<file path="src/rtl/alu_arbiter.sv">
// Round-robin arbiter sharing one external combinational ALU between two requesters.
// Each port has a one-entry registered response buffer; results appear one cycle after acceptance.
module alu_arbiter #(
  parameter int W = 32
) (
  input  logic           clk,
  input  logic           reset,
  input  logic [1:0]     req_valid,
  output logic [1:0]     req_ready,
  input  logic [W-1:0]   req_a0,
  input  logic [W-1:0]   req_b0,
  input  logic [W-1:0]   req_a1,
  input  logic [W-1:0]   req_b1,
  input  logic [2:0]     req_op0,
  input  logic [2:0]     req_op1,
  output logic [1:0]     rsp_valid,
  input  logic [1:0]     rsp_ready,
  output logic [W-1:0]   rsp_result0,
  output logic [W-1:0]   rsp_result1,
  output logic           rsp_zero0,
  output logic           rsp_zero1,
  output logic [W-1:0]   SrcA,
  output logic [W-1:0]   SrcB,
  output logic [2:0]     ALUControl,
  input  logic [W-1:0]   ALUResult,
  input  logic           Zero,
  output logic [15:0]    op_count
);

  // Handshake: a request transfers on req_valid[i] && req_ready[i]; a response
  // leaves the buffer on rsp_valid[i] && rsp_ready[i]. Both may happen together.
  logic [1:0]   elig;
  logic [1:0]   grant;
  logic         last_grant_q, last_grant_d;
  logic [1:0]   rsp_valid_q, rsp_valid_d;
  logic [W-1:0] rsp_result0_q, rsp_result0_d;
  logic [W-1:0] rsp_result1_q, rsp_result1_d;
  logic         rsp_zero0_q, rsp_zero0_d;
  logic         rsp_zero1_q, rsp_zero1_d;
  logic [15:0]  op_count_q, op_count_d;

  // A port is eligible only when its buffer is empty or draining this cycle.
  assign elig = req_valid & (~rsp_valid_q | rsp_ready) & {2{~reset}};

  always_comb begin
    grant = 2'b00;
    case (elig)
      2'b01:   grant = 2'b01;
      2'b10:   grant = 2'b10;
      2'b11:   grant = last_grant_q ? 2'b01 : 2'b10;
      default: grant = 2'b00;
    endcase
  end

  assign req_ready = grant;

  always_comb begin
    SrcA       = '0;
    SrcB       = '0;
    ALUControl = 3'b000;
    if (grant[0]) begin
      SrcA       = req_a0;
      SrcB       = req_b0;
      ALUControl = req_op0;
    end else if (grant[1]) begin
      SrcA       = req_a1;
      SrcB       = req_b1;
      ALUControl = req_op1;
    end
  end

  always_comb begin
    rsp_valid_d   = rsp_valid_q & ~rsp_ready;
    rsp_result0_d = rsp_result0_q;
    rsp_result1_d = rsp_result1_q;
    rsp_zero0_d   = rsp_zero0_q;
    rsp_zero1_d   = rsp_zero1_q;
    last_grant_d  = last_grant_q;
    op_count_d    = op_count_q;
    if (grant[0]) begin
      rsp_valid_d[0] = 1'b1;
      rsp_result0_d  = ALUResult;
      rsp_zero0_d    = Zero;
    end
    if (grant[1]) begin
      rsp_valid_d[1] = 1'b1;
      rsp_result1_d  = ALUResult;
      rsp_zero1_d    = Zero;
    end
    if (grant != 2'b00) begin
      last_grant_d = grant[1];
      op_count_d   = op_count_q + 16'd1;
    end
  end

  always_ff @(posedge clk or posedge reset) begin
    if (reset) begin
      rsp_valid_q   <= 2'b00;
      rsp_result0_q <= '0;
      rsp_result1_q <= '0;
      rsp_zero0_q   <= 1'b0;
      rsp_zero1_q   <= 1'b0;
      last_grant_q  <= 1'b1;
      op_count_q    <= 16'd0;
    end else begin
      rsp_valid_q   <= rsp_valid_d;
      rsp_result0_q <= rsp_result0_d;
      rsp_result1_q <= rsp_result1_d;
      rsp_zero0_q   <= rsp_zero0_d;
      rsp_zero1_q   <= rsp_zero1_d;
      last_grant_q  <= last_grant_d;
      op_count_q    <= op_count_d;
    end
  end

  assign rsp_valid   = rsp_valid_q;
  assign rsp_result0 = rsp_result0_q;
  assign rsp_result1 = rsp_result1_q;
  assign rsp_zero0   = rsp_zero0_q;
  assign rsp_zero1   = rsp_zero1_q;
  assign op_count    = op_count_q;

endmodule

</file>
<file path="config.mk">
export PLATFORM = sky130hd
export DESIGN_NAME = alu_arbiter
export DESIGN_NICKNAME = d
export VERILOG_FILES = /design/src/rtl/alu_arbiter.sv
export SDC_FILE = /design/constraint.sdc
export NUM_CORES = 1
export LEC_CHECK = 0
export ABC_AREA = 1
export CORE_AREA = 8 8 121 123
export CTS_CLUSTER_DIAMETER = 80
export DETAILED_ROUTE_END_ITERATION = 8
export DIE_AREA = 0 0 129 131
export GPL_TIMING_DRIVEN = 0
export PLACE_DENSITY = 0.87
export SYNTH_ARGS = -nofsm -noshare
export SYNTH_HDL_FRONTEND = slang
export SYNTH_SLANG_ARGS = --single-unit
</file>
<file path="constraint.sdc">
create_clock -name clk -period 6.95 [get_ports clk]
set_clock_uncertainty 0.1 [all_clocks]
set_input_delay 0.695 -clock clk [delete_from_list [all_inputs] [get_ports clk]]
set_output_delay 0.695 -clock clk [all_outputs]
set_load 0.005 [all_outputs]
</file>
# --- Word-level counts from Yosys, hierarchy flattened ---
# Cells that the tools add are included.
word_totals:
  output_inout_bits: 153
  register_bits: 85
classes:
  n_mux: 10
  reduce_logical: 1
  eq_ne: 3
  addsub: 1
  bitwise: 7
op_table:
  columns: ["operator", "count"]
  rows:
  - ["2-to-1 mux 32 bit", 4]
  - ["adder 16 x 1 -> 16 bit, second input constant", 1]
  - ["AND 2 bit", 3]
  - ["2-to-1 mux 3 bit", 2]
  - ["case mux 2 bit (3 select lines)", 1]
  - ["== test 2 bit, second input constant", 2]
  - ["inverter 2 bit", 2]
  - ["== test 2 x 1 -> 1 bit, second input constant", 1]
  - ["2-to-1 mux 1 bit", 2]
  - ["2-to-1 mux 2 bit", 1]
  - ["bitwise OR 2 bit", 1]
  - ["nonzero test 2 bit", 1]
  - ["inverter 1 bit", 1]

# --- Depth between registers and ports, before layout ---
# Gate-level depths: netlist (run 1).
logic_depth:
  ltp_word: 8
  depth_mapped: 11
  ltp_nobuf: 9

# --- Worst setup path before layout (run 1) ---
# Ideal clock, no wire load.
synth_timing:
  path_kind: "input port to output port"
  from: "input port rsp_ready[1]"
  to: "output port SrcA[10]"
  path_buffers: 2
  t_arrival_ps: 1531
  cell_stages: 11
  path_slack_ps: 4624
  required_time_ps: 6155
  path_cell_list: "inv_1 -> nand2_1 -> nand2_2 -> inv_2 -> nand2_2 -> nand2_4 -> inv_2 -> buf_6 -> buf_6 -> nand2_1 -> nand2_1"
synth_between:
  elab_chain_cells: 7
  elab_cells_between_ends: 9
synth_lines:
  columns: ["item", "line", "rtl"]
  rows:
  - ["start, declared", "17", "input logic [1:0] rsp_ready,"]
  - ["bitwise OR 2 bit (*)", "43", "assign elig = req_valid & (~rsp_valid_q | rsp_ready) & {2{~reset}};"]
  - ["AND 2 bit (*) (2 in series)", "43", null]
  - ["== test 2 bit / == test 2 x 1 -> 1 bit (equally long branches)", "47", "case (elig)"]
  - ["case mux 2 bit (3 select lines) (*)", "47", null]
  - ["2-to-1 mux 32 bit", "65", "end else if (grant[1]) begin"]
  - ["2-to-1 mux 32 bit (*)", "61", "if (grant[0]) begin"]
  - ["end, declared", "22", "output logic [W-1:0] SrcA,"]
# Mark *: on every way between the ends. The rest lies on a longest branch, timed or not.

# --- Worst setup path after layout (run 1) ---
layout_timing:
  from: "input port reset"
  to: "output port SrcB[22]"
layout_between:
  elab_chain_cells: 6
  elab_cells_between_ends: 8
layout_lines:
  columns: ["item", "line", "rtl"]
  rows:
  - ["start, declared", "7", "input logic reset,"]
  - ["inverter 1 bit (*)", "43", null]
  - ["AND 2 bit (*)", "43", null]
  - ["== test 2 bit / == test 2 x 1 -> 1 bit (equally long branches)", "47", null]
  - ["case mux 2 bit (3 select lines) (*)", "47", null]
  - ["2-to-1 mux 32 bit", "65", null]
  - ["2-to-1 mux 32 bit (*)", "61", null]
  - ["end, declared", "23", "output logic [W-1:0] SrcB,"]
# Marks and branches as above.

==> results of run 1 <==
Yosys cell counts:
cell type	n
nor2_1	12
a21oi_1	2
nand3_1	12
xnor2_1	5
nor3_1	1
clkbuf_1	4
o21ai_1	25
nand2_1	305
o21ai_0	43
buf_4	3
nand2_2	5
nand4_1	6
ha_1	1
buf_6	11
dfrtp_1	84
dfstp_2	1
xor2_1	4
nor2_2	2
buf_2	9
nand2_4	2
inv_2	4
inv_1	51
clkbuf_2	2
path summary, 6_finish.rpt:
check,startpoint,to,slack [ns]
max in group asynchronous,reset,rsp_result0[24]$_DFFE_PP0P_,5.48
max,reset,SrcB[22],3.26
max reg2reg,rsp_valid[1]$_DFF_PP0_,rsp_result0[17]$_DFFE_PP0P_,5.25
min,rsp_result1[14]$_DFFE_PP0P_,rsp_result1[14]$_DFFE_PP0P_,0.39
min reg2reg,rsp_result1[14]$_DFFE_PP0P_,rsp_result1[14]$_DFFE_PP0P_,0.39
min in group asynchronous,reset,rsp_result0[1]$_DFFE_PP0P_,0.66
registers in the layout (all words and copies together) (netlist names):
register and count:
rsp_zero1 1, op_count 16, rsp_result0 32, rsp_zero0 1
rsp_result1 32, rsp_valid 2, last_grant_q 1
where the power goes:
part           leakage, nW  internal [mW]  switching [mW]
clock network        0.139          0.263           0.195
registers             1.05          0.594          0.0778
logic                 2.66          0.376           0.237
total                 3.85           1.23           0.510
per-layer routing:
metal / GRT usage, % / wire length [um] / vias to the layer above
met3: 6.09 / 1500 / 39
li1: - / - / 2483
met1: 23.6 / 7150 / 2275
met2: 36.1 / 9450 / 217
met5: 0 / 0 / -
met4: 8.50 / 517 / 0
cells by family (layout without fill, tap and decap cells):
group,count (synthesis),in the layout,share of synthesized area (%)
adder cells (fa/ha/maj),1,1,0.287
AO/OA/AOI/OAI,70,70,8.05
XOR/XNOR,9,9,1.81
buffers and inverters,84,426,9.72
AND/OR/NAND/NOR,345,345,31.2
flip-flops,85,85,48.9
worst max-delay path: cells and delay by family:
kind,cells,cell delay [ns]
buffers and inverters,5,1.57
and+or+nand+nor,6,0.63
stage by stage:
step | setup slack (ns) | cell area [um^2]
2_1_floorplan | 3.96 | 4350
4_1_cts | 3.23 | 8140
3_5_place_dp | 3.23 | 7860
6_report | 3.26 | 8140
3_3_place_gp | 2.55 | 7830
5_1_grt | 3.12 | 8140
cell type report:
type,count,area (um^2)
fillers,1083,4730
repair buffers,326,3280
flip-flops and latches,85,2130
multi-input cells,425,1800
clock buffers,12,256
well taps,176,220
plain buffers,29,216
inverters,55,209
clock inverters,4,30.0
==> metrics.md, run 1 <==
| Metric | Value |
|---|---|
| Die Ht | `131 um` |
| Critical-path maximum fanout | `10` |
| Clock slew at reported path FFs | `around 0.070 ns` |
| Share of the synthesized area in the top cell type | `48.3%` |
| Gate Count Post-Synth | `roughly 590` |
| Root buffer cell | `clkbuf_16` |
| CP cell instances | `clkdlybuf4s50_1 -> nor2_2 -> nand2_2 -> inv_2 -> nand2_2 -> nand2_4 -> inv_2 -> buf_2 -> nand2_1 -> nand2_1 -> clkdlybuf4s50_1` |
| Post-Route Utilization | `between 60 and 70%` |
| Die area | `0.0169 mm^2` |
| CP Launch Type | `input pin` |
| Max-slew violation count | `0` |
| Post-route ant nets | `0` |
| Crit share post-route | `53.1%` |
| CTS hold repair buffers | `0` |
| WHS Path Cells | `2` |
| Crit. End Element | `output pin` |
| Vias in the first global route | `~5,000` |
| Die span in x | `129 um` |
| CP Data Arrival Time | `~2.9 ns` |
| Post-Syn Area | `0.00435 mm^2` |
| Clock Sinks | `85` |
| First-pass GRT wire length | `27,200 um` |
| Cell Pwr Density | `214 mW/mm^2` |
| Slew @ Worst Pin | `0.434 ns` |
| Wire length per cell | `16.7 um` |
| Fmax | `271 MHz` |
| Antenna Cells | `0` |
| Area growth syn-to-layout | `87.1%` |
| Core Area | `0.0129 mm^2` |
| Slew margin rel. | `71.1%` |
| Min Tclk post-route | `3.69 ns` |
| Final hold viol count | `0` |
| Worst Reg-to-Reg Cells | `7` |
| Final total power | `around 1.7 mW` |
| Post-Route WL | `18,600 um` |
| Placed wire-length estimate | `approximately 16,000 um` |
| CTS Buf Count | `9` |
| CTS tree | `built` |
| Syn Area/Cell | `approximately 7.3 um^2` |
| Post-CTS resize count | `0` |
| Max cap viols | `0` |
| Area leader, netlist | `dfrtp_1` |
| Placer Congestion | `0.917` |
| Clock Latency Late Sink | `about 0.33 ns` |
| Sequential-to-total area share from yosys stat | `between 40% and 50%` |
| RSZ-0062 raised after global routing | `false` |
| Maximum buffer depth of the clock tree | `2` |
| Worst path required time | `6.15 ns` |
| Vias per cell | `4.51` |
| Gr usage total | `20.8%` |
| CP max stage cell | `clkdlybuf4s50_1` |
| Top post-synthesis cells by area | `dfrtp_1 (48%), nand2_1 (26%), o21ai_0 (4.9%)` |
| CP max stage delay | `0.58 ns` |
| Postcts setup bufs | `0` |
| Overflow after GRT | `0` |
| Fin nets | `1,105` |
| Syn Nets | `~770` |
| Dpl cells | `between 1,000 and 1,500` |
| Final std cells w/o fill | `1,112` |
| Distinct cells, synth | `23` |
| H-tree depth | `3` |
| Most frequent cells in the layout | `clkdlybuf4s50_1 (325), nand2_1 (305), dfrtp_1 (84)` |
| Initial antenna violation count | `0` |
| P_leak | `3.85 nW` |
| Setup-failing EPs final | `0` |
| Setup CP Type | `in -> out` |
| Status | `completed` |
| Pre-antenna DRT Iters | `6` |
| I/O pin count | `326` |
| VDD IR max | `0.225 mV` |
| IO Port Bufs | `~330` |
| Setup TNS | `0 ns` |
| Commonest non-fill, non-tap cell in the layout | `clkdlybuf4s50_1` |
| DR vias | `5,014` |
| Yosys reg bits | `85` |
| DRC viols | `0` |
| Worst hold slack | `0.387 ns` |
| Min-Delay Path Class | `reg -> reg` |
| Ratio of cells with drive above 1 in the final layout | `5.98%` |
| Row count | `42` |
| Largest net degree at the start of global routing | `65` |
| Starting Density | `33.8%` |
| Ys Warns | `0` |
| Initial DRC Count | `between 200 and 250` |
Note: power is estimated with default switching activity, not from simulation.
==> run 2: changes to the inputs <==
Settings changed: CORE_AREA 8 8 121 123 to unset, CORE_MARGIN set to 8, CORE_UTILIZATION set to 31, DIE_AREA 0 0 129 131 to unset, PLACE_DENSITY 0.87 to 0.83.
Clock period 6.95 ns to 3.2 ns, I/O delays scaled along.
==> run 2 against run 1 <==
Effect of this change: clock-buffer cell count is 2 lower; sequential share of layout area shrank 0.084 points; global-route usage shrank 0.64 points; highest routed layer is now met5.
==> metrics.md, run 2 (same netlist as run 1, synthesis figures left out) <==
| Metric | Value |
|---|---|
| Fin nets | `1,105` |
| Slew margin rel. | `between 60% and 70%` |
| Final std cells w/o fill | `1,116` |
| Setup TNS | `0 ns` |
| Commonest non-fill, non-tap cell in the layout | `clkdlybuf4s50_1` |
| I/O pin count | `between 300 and 400` |
| RSZ-0062 raised after global routing | `false` |
| Min-Delay Path Class | `in -> async` |
| Final Cell Area | `0.00817 mm^2` |
| Wire length per cell | `around 17 um` |
| First-pass GRT wire length | `28,300 um` |
| Clock slew at reported path FFs | `0.06 ns` |
| Most frequent cells in the layout | `clkdlybuf4s50_1 (325), nand2_1 (305), dfrtp_1 (84)` |
| H-tree depth | `3` |
| Dpl cells | `1,100` |
| IO Port Bufs | `325` |
| Initial antenna violation count | `1` |
| CP Data Arrival Time | `2.48 ns` |
| Pre-antenna DRT Iters | `6` |
| CP max stage delay | `0.58 ns` |
| Post-Route WL | `around 19,000 um` |
| Post-route ant nets | `0` |
| CP cell instances | `clkdlybuf4s50_1 -> nor2_2 -> nand2_2 -> inv_2 -> nand2_2 -> nand2_4 -> inv_2 -> buf_2 -> nand2_1 -> nand2_1 -> clkdlybuf4s50_1` |
| CTS Buf Count | `9` |
| VDD IR max | `about 0.35 mV` |
| Fin worst setup slack | `0.301 ns` |
| Final hold viol count | `0` |
| Starting Density | `31.6%` |
| Clock Latency Late Sink | `0.34 ns` |
| DRC viols | `0` |
| Min Tclk post-route | `roughly 2.9 ns` |
| Die area | `0.0181 mm^2` |
| Ratio of cells with drive above 1 in the final layout | `6.09%` |
| Vias per cell | `between 4 and 5` |
| Antenna Cells | `0` |
| P_leak | `3.87 nW` |
| Max cap viols | `0` |
| Die span in x | `134 um` |
| Overflow after GRT | `0` |
| CP max stage cell | `clkdlybuf4s50_1` |
| Largest net degree at the start of global routing | `74` |
| CP Launch Type | `input pin` |
| Post-Route Utilization | `59.3%` |
| Root buffer cell | `clkbuf_16` |
| Postcts setup bufs | `0` |
| Worst path required time | `between 2 and 3 ns` |
| Vias in the first global route | `4,882` |
| Fmax | `345 MHz` |
| CTS hold repair buffers | `0` |
| Setup-failing EPs final | `0` |
| Maximum buffer depth of the clock tree | `2` |
| # fillers | `around 1,200` |
| Setup CP Type | `in -> out` |
| Place WS | `about 0.27 ns` |
| Placer Congestion | `0.885` |
| Crit share post-route | `90.6%` |
| Area growth syn-to-layout | `87.7%` |
| Crit-path leading delay family | `buffers and inverters` |
| Placed wire-length estimate | `15,800 um` |
| DP Area | `a little under 0.008 mm^2` |
| DR vias | `around 5,000` |
| Worst hold slack | `0.237 ns` |
| CTS tree | `built` |
| Gr usage total | `roughly 20%` |
| Crit. End Element | `output pin` |
| Status | `completed` |
| Post-CTS resize count | `0` |
| Slew @ Worst Pin | `0.463 ns` |
| Critical-path maximum fanout | `10` |
| Row count | `43` |
| Clock Sinks | `85` |
| Initial DRC Count | `182` |
| Core Area | `roughly 0.014 mm^2` |
| Final total power | `3.86 mW` |
| Buf/Inv on CP | `5` |
| Cell Pwr Density | `473 mW/mm^2` |
| Max-slew violation count | `0` |
| Die Ht | `134 um` |
==> run 2: cell types whose count changed in the layout (fill, tap and decap cells not counted) <==
cell,previous run,this run
clkinv_2,1,2
inv_8,0,1
bufinv_16,0,1
clkinvlp_4,1,0
clkbuf_8,2,1
inv_6,1,2
clkbuf_1,5,4
clkinv_4,1,0
==> run 2: path summary, 6_finish.rpt <==
| check | endpoint | cells past startpoint | slack [ns] | start |
|---|---|---|---|---|
| setup / recovery | SrcB[11] | 11 | 0.30 | reset |
| min in group clk | rsp_result1[14]$_DFFE_PP0P_ | 2 | 0.38 | rsp_result1[14]$_DFFE_PP0P_ |
| setup reg to reg | rsp_result0[18]$_DFFE_PP0P_ | 7 | 1.53 | rsp_valid[1]$_DFF_PP0_ |
| hold / removal | op_count[15]$_DFFE_PP0P_ | 2 | 0.24 | reset |
| hold reg to reg | rsp_result1[14]$_DFFE_PP0P_ | 2 | 0.38 | rsp_result1[14]$_DFFE_PP0P_ |
| max in group asynchronous | last_grant_q$_DFFE_PP1P_ | 3 | 2.15 | reset |
==> run 2: routing by layer <==
layer	share of wire [%]	vias to the layer above	GRT usage (%)	routed length, um
li1	-	2485	-	-
met1	38	2292	22.5	7260
met2	52	208	36.4	9860
met3	8.0	23	5.79	1520
met4	1.8	2	6.18	350
met5	0.047	-	0	9
==> run 2: final cells by class <==
cell class | count | area, um^2 | share of cell area, %
Timing Repair Buffer | 326 | 3280 | 40.2
Sequential cell | 85 | 2130 | 26.1
Multi-Input combinational cell | 425 | 1800 | 22.0
Clock buffer | 10 | 239 | 2.93
Tap cell | 180 | 225 | 2.76
Buffer | 29 | 216 | 2.65
Inverter | 55 | 209 | 2.56
Clock inverter | 6 | 68.8 | 0.843
==> run 2: report_power, final <==
group | switching, mW | total [mW] | leakage, nW | internal (mW)
combinational | 0.509 | 1.33 | 2.66 | 0.818
clock | 0.446 | 1.08 | 0.155 | 0.634
sequential | 0.166 | 1.46 | 1.05 | 1.29
total | 1.12 | 3.86 | 3.87 | 2.74
==> run 2: worst register-to-register path, delay by kind of cell, from the launching register on <==
family	cells	cell delay, ns
buffers and inverters	2	0.50
DFF	1	0.38
and+or+nand+nor	4	0.38
AOI/OAI and AO/OA	1	0.17
==> run 3: changes to the inputs <==
Settings changed: CORE_AREA set to 2 2 126 128, CORE_MARGIN 8 to unset, CORE_UTILIZATION 31 to unset, DIE_AREA set to 0 0 128 130, PLACE_DENSITY 0.83 to 0.78.
==> run 3 against run 2 <==
Effect of this change: critical path depth is the same; largest power group unchanged; non-clock buffer count unchanged; utilization decreased by 6.3 points; global-route usage grew 0.070 points; fmax down 0.81%; combinational power hardly changed; flip-flop and latch count is the same.
==> metrics.md, run 3 (same netlist as run 1, synthesis figures left out) <==
| Metric | Value |
|---|---|
| Status | `completed` |
| Clock Latency Late Sink | `between 0.3 and 0.4 ns` |
| Min Tclk post-route | `2.92 ns` |
| Maximum buffer depth of the clock tree | `2` |
| Clock slew at reported path FFs | `0.06 ns` |
| Combinational share of power | `34.6%` |
| Die span in x | `128 um` |
| Max cap viols | `0` |
| CTS tree | `built` |
| CP cell instances | `clkdlybuf4s50_1 -> nor2_2 -> nand2_2 -> inv_2 -> nand2_2 -> nand2_4 -> inv_2 -> buf_2 -> nand2_1 -> nand2_1 -> clkdlybuf4s50_1` |
| Slew margin rel. | `68.9%` |
| Setup TNS | `0 ns` |
| Fmax | `342 MHz` |
| Final total power | `~3.8 mW` |
| VDD IR max | `about 0.33 mV` |
| Pint | `2.72 mW` |
| Critical-path maximum fanout | `10` |
| Post-Route WL | `17,800 um` |
| CP max stage cell | `clkdlybuf4s50_1` |
| Final Cell Area | `0.00818 mm^2` |
| Gr usage total | `between 20% and 30%` |
| Min-Delay Path Class | `in -> async` |
| Post-CTS resize count | `0` |
| Postcts setup bufs | `0` |
| Cell Pwr Density | `about 470 mW/mm^2` |
| Die Ht | `roughly 130 um` |
| Setup-failing EPs final | `0` |
| I/O pin count | `326` |
| CP max stage delay | `0.65 ns` |
| Area growth syn-to-layout | `87.9%` |
| Place WS | `0.233 ns` |
| CTS Buf Count | `9` |
| Worst path required time | `roughly 2.8 ns` |
| Sw Share | `between 20% and 30%` |
| Share of total power in sequential cells | `38.2%` |
| Slew @ Worst Pin | `0.467 ns` |
| Ratio of cells with drive above 1 in the final layout | `5.98%` |
| First-pass GRT wire length | `about 26,000 um` |
| Final hold viol count | `0` |
| Vias in the first global route | `between 4,000 and 5,000` |
| Clock Sinks | `85` |
| Area of the multi-input gates | `0.00180 mm^2` |
| Wire length per cell | `15.8 um` |
| Pre-antenna DRT Iters | `4` |
| Die area | `0.0166 mm^2` |
| Fin worst setup slack | `0.277 ns` |
| Final std cells w/o fill | `1,129` |
| Setup CP Type | `in -> out` |
| Max-slew violation count | `0` |
| Dpl cells | `between 1,000 and 1,500` |
| Vias per cell | `4.46` |
| Initial antenna violation count | `1` |
| Clk pwr share | `27.2%` |
| IO Port Bufs | `325` |
| Crit share post-route | `91.3%` |
| Initial DRC Count | `166` |
| # fillers | `between 1,000 and 1,500` |
| Largest net degree at the start of global routing | `74` |
| Placer Congestion | `0.838` |
| DP Area | `0.00788 mm^2` |
| Post-route ant nets | `0` |
| Starting Density | `between 20% and 30%` |
| RSZ-0062 raised after global routing | `false` |
| Root buffer cell | `clkbuf_16` |
| CP Launch Type | `input pin` |
| Crit-path leading delay family | `buffers and inverters` |
| Fin nets | `1,105` |
| Register area | `roughly 0.0021 mm^2` |
| Core Area | `0.0154 mm^2` |
| H-tree depth | `3` |
| Row count | `between 40 and 50` |
| CP Data Arrival Time | `2.50 ns` |
| Commonest non-fill, non-tap cell in the layout | `clkdlybuf4s50_1` |
| DRC viols | `0` |
| P_sw | `1.09 mW` |
| Crit. End Element | `output pin` |
| Most frequent cells in the layout | `clkdlybuf4s50_1 (325), nand2_1 (305), dfrtp_1 (84)` |
| P_leak | `slightly below 4 nW` |
| Placed wire-length estimate | `around 15,000 um` |
| CTS hold repair buffers | `0` |
| DR vias | `5,033` |
| Buf/Inv on CP | `5` |
| Overflow after GRT | `0` |
==> run 3: cell count changes in the layout (fill, tap and decap cells not counted), sizes merged <==
| cell | before | now |
|---|---|---|
| inv | 58 | 57 |
| clkinv | 2 | 1 |
| clkinvlp | 0 | 2 |
| diode | 0 | 1 |
==> run 3: cell type report <==
class | instances | area share [%]
multi-input cells | 425 | 22.0
inverters | 55 | 2.56
clock inverters | 6 | 0.857
plain buffers | 29 | 2.65
well taps | 192 | 2.94
diodes | 1 | 0.0306
repair buffers | 326 | 40.1
clock buffers | 10 | 2.80
flip-flops and latches | 85 | 26.0
==> run 3: final timing paths <==
kind	from	endpoint	slack, ns	cells after the start
setup / recovery	reset	SrcB[12]	0.28	11
hold reg to reg	rsp_result1[14]$_DFFE_PP0P_	rsp_result1[14]$_DFFE_PP0P_	0.39	2
setup reg to reg	rsp_valid[0]$_DFF_PP0_	rsp_result1[10]$_DFFE_PP0P_	1.52	7
hold / removal	reset	op_count[11]$_DFFE_PP0P_	0.26	2
max in group asynchronous	reset	last_grant_q$_DFFE_PP1P_	2.10	3
min in group clk	rsp_result1[14]$_DFFE_PP0P_	rsp_result1[14]$_DFFE_PP0P_	0.39	2
==> run 3: through the flow <==
step / utilization [%] / hold WS, ns
global placement: 50.9 / 0.366
floorplan: - / 0.365
detailed placement: 51.1 / 0.376
global route: 53.0 / 0.275
finish: 53.0 / 0.257
CTS: 53.0 / 0.252
==> run 3: worst register-to-register path, stage by stage (launching register included) <==
cell and delay (ns):
dfrtp_1 0.38, nand2_1 0.10, nand2_2 0.11, inv_2 0.11
nand2_2 0.07, nand2_4 0.13, clkbuf_1 0.40, o21ai_0 0.15
==> run 3: layer usage <==
layer  share of wire (%)  track usage (%)  wire (um)  vias to the layer above
met4                 2.5             7.63        450                        2
li1                    -                -          -                     2492
met3                 7.5             5.25       1340                       25
met1                  39             23.9       7010                     2307
met2                  51             35.7       9030                      207
met5               0.073                0         13                        -
==> run 3: power groups by stage <==
stage               clock network (mW)  registers, mW  logic (mW)
floorplan                            0           1.47       0.387
global placement                     0           1.46        1.30
detailed placement                   0           1.47        1.33
CTS                               1.06           1.45        1.34
global route                      1.11           1.48        1.43
finish                            1.04           1.45        1.32
